**src/rtl/alu_seq_pkg.sv**
```systemverilog
// Shared opcodes, ALU control words and FSM states for alu_sequencer.
// Control word bit order is {zx, nx, zy, ny, f, no}.
package alu_seq_pkg;

    typedef enum logic [3:0] {
        ZERO  = 4'd0,
        ONE   = 4'd1,
        NEG1  = 4'd2,
        X     = 4'd3,
        Y     = 4'd4,
        NOTX  = 4'd5,
        NOTY  = 4'd6,
        NEGX  = 4'd7,
        NEGY  = 4'd8,
        XP1   = 4'd9,
        YP1   = 4'd10,
        XM1   = 4'd11,
        YM1   = 4'd12,
        XPY   = 4'd13,
        XMY   = 4'd14,
        XANDY = 4'd15
    } op_e;

    localparam logic [5:0] CTL_ZERO  = 6'b101010;
    localparam logic [5:0] CTL_ONE   = 6'b111111;
    localparam logic [5:0] CTL_NEG1  = 6'b111010;
    localparam logic [5:0] CTL_X     = 6'b001100;
    localparam logic [5:0] CTL_Y     = 6'b110000;
    localparam logic [5:0] CTL_NOTX  = 6'b001101;
    localparam logic [5:0] CTL_NOTY  = 6'b110001;
    localparam logic [5:0] CTL_NEGX  = 6'b001111;
    localparam logic [5:0] CTL_NEGY  = 6'b110011;
    localparam logic [5:0] CTL_XP1   = 6'b011111;
    localparam logic [5:0] CTL_YP1   = 6'b110111;
    localparam logic [5:0] CTL_XM1   = 6'b001110;
    localparam logic [5:0] CTL_YM1   = 6'b110010;
    localparam logic [5:0] CTL_XPY   = 6'b000010;
    localparam logic [5:0] CTL_XMY   = 6'b010011;
    localparam logic [5:0] CTL_XANDY = 6'b000000;

    typedef enum logic [1:0] {
        IDLE = 2'd0,
        EXEC = 2'd1,
        RESP = 2'd2
    } state_e;

endpackage

```
**src/rtl/alu_ctl_decode.sv**
```systemverilog
// Opcode to ALU control word decoder, usable by any ALU master.
// Output bit order is {zx, nx, zy, ny, f, no}.
module alu_ctl_decode
    import alu_seq_pkg::*;
(
    input  logic [3:0] op,
    output logic [5:0] ctl
);

    always_comb begin
        ctl = CTL_ZERO;
        unique case (op)
            ZERO:  ctl = CTL_ZERO;
            ONE:   ctl = CTL_ONE;
            NEG1:  ctl = CTL_NEG1;
            X:     ctl = CTL_X;
            Y:     ctl = CTL_Y;
            NOTX:  ctl = CTL_NOTX;
            NOTY:  ctl = CTL_NOTY;
            NEGX:  ctl = CTL_NEGX;
            NEGY:  ctl = CTL_NEGY;
            XP1:   ctl = CTL_XP1;
            YP1:   ctl = CTL_YP1;
            XM1:   ctl = CTL_XM1;
            YM1:   ctl = CTL_YM1;
            XPY:   ctl = CTL_XPY;
            XMY:   ctl = CTL_XMY;
            XANDY: ctl = CTL_XANDY;
            default: ctl = CTL_ZERO;
        endcase
    end

endmodule

```
**src/rtl/alu_sequencer.sv**
```systemverilog
// Command sequencer for the external combinational ALU with accumulator.
// Optional ALU_SEQ_REPEAT_EN adds cmd_rep: extra chained passes per command.
module alu_sequencer
    import alu_seq_pkg::*;
#(
    parameter int W = 4
) (
    input  logic         clk,
    input  logic         rst,
    input  logic         cmd_valid,
    output logic         cmd_ready,
    input  logic [3:0]   cmd_op,
    input  logic [W-1:0] cmd_a,
    input  logic [W-1:0] cmd_b,
    input  logic         cmd_chain,
`ifdef ALU_SEQ_REPEAT_EN
    input  logic [1:0]   cmd_rep,
`endif
    output logic         alu_zx,
    output logic         alu_nx,
    output logic         alu_zy,
    output logic         alu_ny,
    output logic         alu_f,
    output logic         alu_no,
    output logic [W-1:0] alu_x,
    output logic [W-1:0] alu_y,
    input  logic [W-1:0] alu_o,
    output logic         res_valid,
    input  logic         res_ready,
    output logic [W-1:0] res_data,
    output logic         res_zr,
    output logic         res_ng
);

    state_e       state_q;
    state_e       state_d;
    logic [3:0]   op_q;
    logic [W-1:0] x_q;
    logic [W-1:0] y_q;
    logic [W-1:0] acc_q;
    logic [5:0]   ctl;
    logic         accept;
    logic         in_exec;
    logic         last_pass;

    assign accept  = (state_q == IDLE) && cmd_valid;
    assign in_exec = (state_q == EXEC);

`ifdef ALU_SEQ_REPEAT_EN
    logic [1:0] rep_q;
    assign last_pass = (rep_q == 2'd0);
`else
    assign last_pass = 1'b1;
`endif

    alu_ctl_decode u_decode (
        .op  (op_q),
        .ctl (ctl)
    );

    always_ff @(posedge clk) begin
        if (rst) begin
            state_q <= IDLE;
        end else begin
            state_q <= state_d;
        end
    end

    always_comb begin
        state_d = state_q;
        unique case (state_q)
            IDLE: if (cmd_valid) state_d = EXEC;
            EXEC: if (last_pass) state_d = RESP;
            RESP: if (res_ready) state_d = IDLE;
            default: state_d = IDLE;
        endcase
    end

    // x_q follows the ALU result so later repeat passes reuse it as x.
    always_ff @(posedge clk) begin
        if (rst) begin
            op_q  <= 4'd0;
            x_q   <= '0;
            y_q   <= '0;
            acc_q <= '0;
        end else if (accept) begin
            op_q <= cmd_op;
            x_q  <= cmd_chain ? acc_q : cmd_a;
            y_q  <= cmd_b;
        end else if (in_exec) begin
            acc_q <= alu_o;
            x_q   <= alu_o;
        end
    end

`ifdef ALU_SEQ_REPEAT_EN
    always_ff @(posedge clk) begin
        if (rst) begin
            rep_q <= 2'd0;
        end else if (accept) begin
            rep_q <= cmd_rep;
        end else if (in_exec && !last_pass) begin
            rep_q <= rep_q - 2'd1;
        end
    end
`endif

    always_comb begin
        cmd_ready = (state_q == IDLE);
        res_valid = (state_q == RESP);
        {alu_zx, alu_nx, alu_zy, alu_ny, alu_f, alu_no} = '0;
        alu_x     = '0;
        alu_y     = '0;
        res_data  = '0;
        res_zr    = 1'b0;
        res_ng    = 1'b0;
        if (in_exec) begin
            {alu_zx, alu_nx, alu_zy, alu_ny, alu_f, alu_no} = ctl;
            alu_x = x_q;
            alu_y = y_q;
        end
        if (res_valid) begin
            res_data = acc_q;
            res_zr   = (acc_q == '0);
            res_ng   = acc_q[W-1];
        end
    end

endmodule

```
**config.mk**
```make
export PLATFORM = sky130hd
export DESIGN_NAME = alu_sequencer
export DESIGN_NICKNAME = d
export VERILOG_FILES = /design/src/rtl/alu_seq_pkg.sv /design/src/rtl/alu_ctl_decode.sv /design/src/rtl/alu_sequencer.sv
export SDC_FILE = /design/constraint.sdc
export NUM_CORES = 1
export LEC_CHECK = 0
export BUFFER_PORTS_ARGS = -buffer_cell sky130_fd_sc_hd__buf_2
export CORE_UTILIZATION = 35
export CTS_CLUSTER_SIZE = 24
export DETAILED_ROUTE_END_ITERATION = 12
export PLACE_DENSITY_LB_ADDON = 0.3
export SLEW_MARGIN = 25
export SYNTH_ARGS = -nofsm -noshare
export SYNTH_HDL_FRONTEND = slang
export SYNTH_SLANG_ARGS = --single-unit
```
**constraint.sdc**
```tcl
create_clock -name clk -period 2.23 [get_ports clk]
set_input_delay 0.3345 -clock clk [delete_from_list [all_inputs] [get_ports clk]]
set_output_delay 0.3345 -clock clk [all_outputs]
set_load 0.02 [all_outputs]
```
==> impl_metrics.yaml <==
drt:
  first_iter_violations: 75
  drcViolationCount: 0
  finalWirelength_mm: 2.81
  drt_pre_antenna_iters: 5
  viasPerCell: 5.00
  route.detailed.wl_per_inst_um: 11.7
  drt.antenna.violating_nets: 0
  vias: 1204
yosys:
  synth_area_leaders: "dfxtp_1, nand2_1, and2_1, a21oi_1, mux2_2"
  synth_top_cell_area_share_pct: 38.2
  synth_seq_cells: 24
  netlist_area_um2: 1260
  synthFlopType: "dfxtp_1"
  mappedNetlistNets: 181
  synth_cell_types: 34
  synth-async-reset-ratio_pct: 0
  syn_inst: 159
  yosysMostFrequentCell: "nand2_1"
  synth_common_cells: "nand2_1, dfxtp_1, and2_1"
  yosys.area.top_type: "dfxtp_1"
  synth_edf_count: 0
  synth_area_per_cell_um2: 7.92
  synth_seq_area_share_pct: 38.2
  yosys_warnings: 0
power_and_ir_drop:
  peakVddDrop_mv: 0.295
  powerDensity_nw_per_um2: 640
  leakage_uw: 0.000694
  power_uw: 987
die:
  rows: 21
  dieArea_um2: 3840
  initial_core_util_pct: 37.1
  io_pins: 43
  die_h_um: 62.0
  core_area_um2: 3390
  die_w_um: 62.0
finish:
  fin_cells: 241
  n_fill_cell: 341
  finalInstanceArea_um2: 1540
  layout-drive-gt1-share_pct: 28.7
  layout.nets: 218
  antennaDiodeCount: 0
  area_growth_pct: 22.6
placement:
  hpwlAfterDp_mm: 2.07
  gp_congestion: 0.852
  portBuffers: 42
  place_area_um2: 1490
  dpl.cell_count: 237
timing:
  hold_viol: 0
  skew_ps: 4.97
  period_share_pct: 88.6
  setup_viol: 0
  drv_slew: 0
  max_slew_margin_pct: 68.2
  finalSetupTns_ps: 0
  fin_crit_ps: 1980
  max_freq_mhz: 506
  tightest_slew_ps: 478
  rsz0062_at_grt: "false"
clock_network:
  post_cts_buffers: 0
  cts_hold_buf: 0
  htreeDepth: 1
  root_buffer: "clkbuf_4"
  worst_skew_pair.late_latency_ps: 320
  cts_tree: "built"
  cts_buffers: 3
  cts_resized: 0
  cts.reportedPaths.clkPinSlew_ps: 130
  clk_path_buf_depth: 2
  cts.sink_count: 24
setup_path:
  cp.required_ps: 2500
  startpoint_type: "flop"
  worstSetupPathType: "reg2reg"
  path_max_fanout: 14
  critPathArrivalTime_ps: 2240
  end_kind: "flop"
  rrSetupSlack_ps: 250
global_routing:
  grt-ovfl-total: 0
  first_global_vias: 1010
  antenna_found_initial: 0
  grt_max_degree: 27
  grt_pass1_wl_mm: 4.40
  grt_usage_pct: 15.6
outcome:
  status: "finished clean"
job:
  drv_cap: 0
min_path:
  min_path_type: "in2reg"
[per-layer routing]
layer  track usage (%)  share of wire [%]  wire [um]
met1              18.9                 42       1190
met2              26.4                 49       1370
met3              4.14                7.7        217
met4              6.03                1.2         35
met5                 0                  0          0
[power by group]
| group | internal (uW) | switching, uW |
|---|---|---|
| Clock | 182 | 131 |
| Sequential | 460 | 20.8 |
| Combinational | 84.2 | 109 |
| Total | 726 | 261 |
[state kept, by name (all words and copies together), names as in the netlist]
name / flops
op_q: 4
y_q: 4
u_decode.ctl: 6
x_q: 4
acc_q: 4
state_q: 2
[stage by stage]
stage                     setup WS (ps)  hold slack (ps)  util [%]
after floorplan                     291              432         -
after global placement              297              445      44.0
after detailed placement            240              445      44.0
after CTS                           242              225      45.5
after global routing                103              222      45.5
final                               255              237      45.5
[cell usage in the layout, fill, tap and decap left out]
cell type / count
inv_1: 1
a211oi_1: 1
mux2i_1: 3
nor2b_1: 4
xnor2_1: 1
mux2_2: 5
clkbuf_4: 3
dfxtp_1: 24
nor3_1: 5
a31oi_1: 4
nor3b_2: 1
a22o_1: 1
a221oi_1: 2
nand4_1: 1
or3b_1: 1
bufinv_16: 1
a21oi_1: 17
nor2_1: 7
nand3_1: 4
mux2i_4: 1
buf_4: 3
o311ai_1: 1
and2_1: 18
nand2_1: 33
a211o_1: 1
a311oi_1: 1
buf_2: 42
ha_1: 1
a21o_1: 1
o21ai_0: 2
o32a_1: 1
and2b_1: 1
nand2b_1: 2
a22oi_1: 1
[path summary, 6_finish.rpt]
path	startpoint	to	depth (start not counted)
setup / recovery	state_q[1]	u_decode.ctl[4]	7
hold / removal	cmd_b[0]	y_q[0]	3
setup reg to reg	state_q[1]	u_decode.ctl[4]	7
hold reg to reg	y_q[3]	y_q[3]	2
[kinds of logic (layout without fill, tap and decap cells)]
kind of cell    after synthesis  count (layout)  synth area share, %
simple gates                 77              77                 29.8
compound gates               33              33                 16.3
flops                        24              24                 38.2
buf+inv                      14              50                 5.37
mux                           9               9                 8.65
fa+ha+maj                     1               1                0.994
xor+xnor                      1               1                0.696
[area by class of cell]
| class | instances | area [um2] | share of cell area, % |
|---|---|---|---|
| clock buffers | 3 | 22.5 | 1.46 |
| clock inverters | 1 | 30.0 | 1.95 |
| inverters | 1 | 3.75 | 0.243 |
| multi-input cells | 121 | 716 | 46.4 |
| flip-flops and latches | 24 | 480 | 31.1 |
| well taps | 46 | 57.6 | 3.73 |
| repair buffers | 45 | 233 | 15.1 |
[critical path, stage by stage (launching register included)]
cell and delay [ps]:
dfxtp_1 370, or3b_1 460, buf_4 220, nand2_1 90, a21oi_1 70, ha_1 250
a221oi_1 260, o32a_1 190
Power figures use the tool's default switching activity.
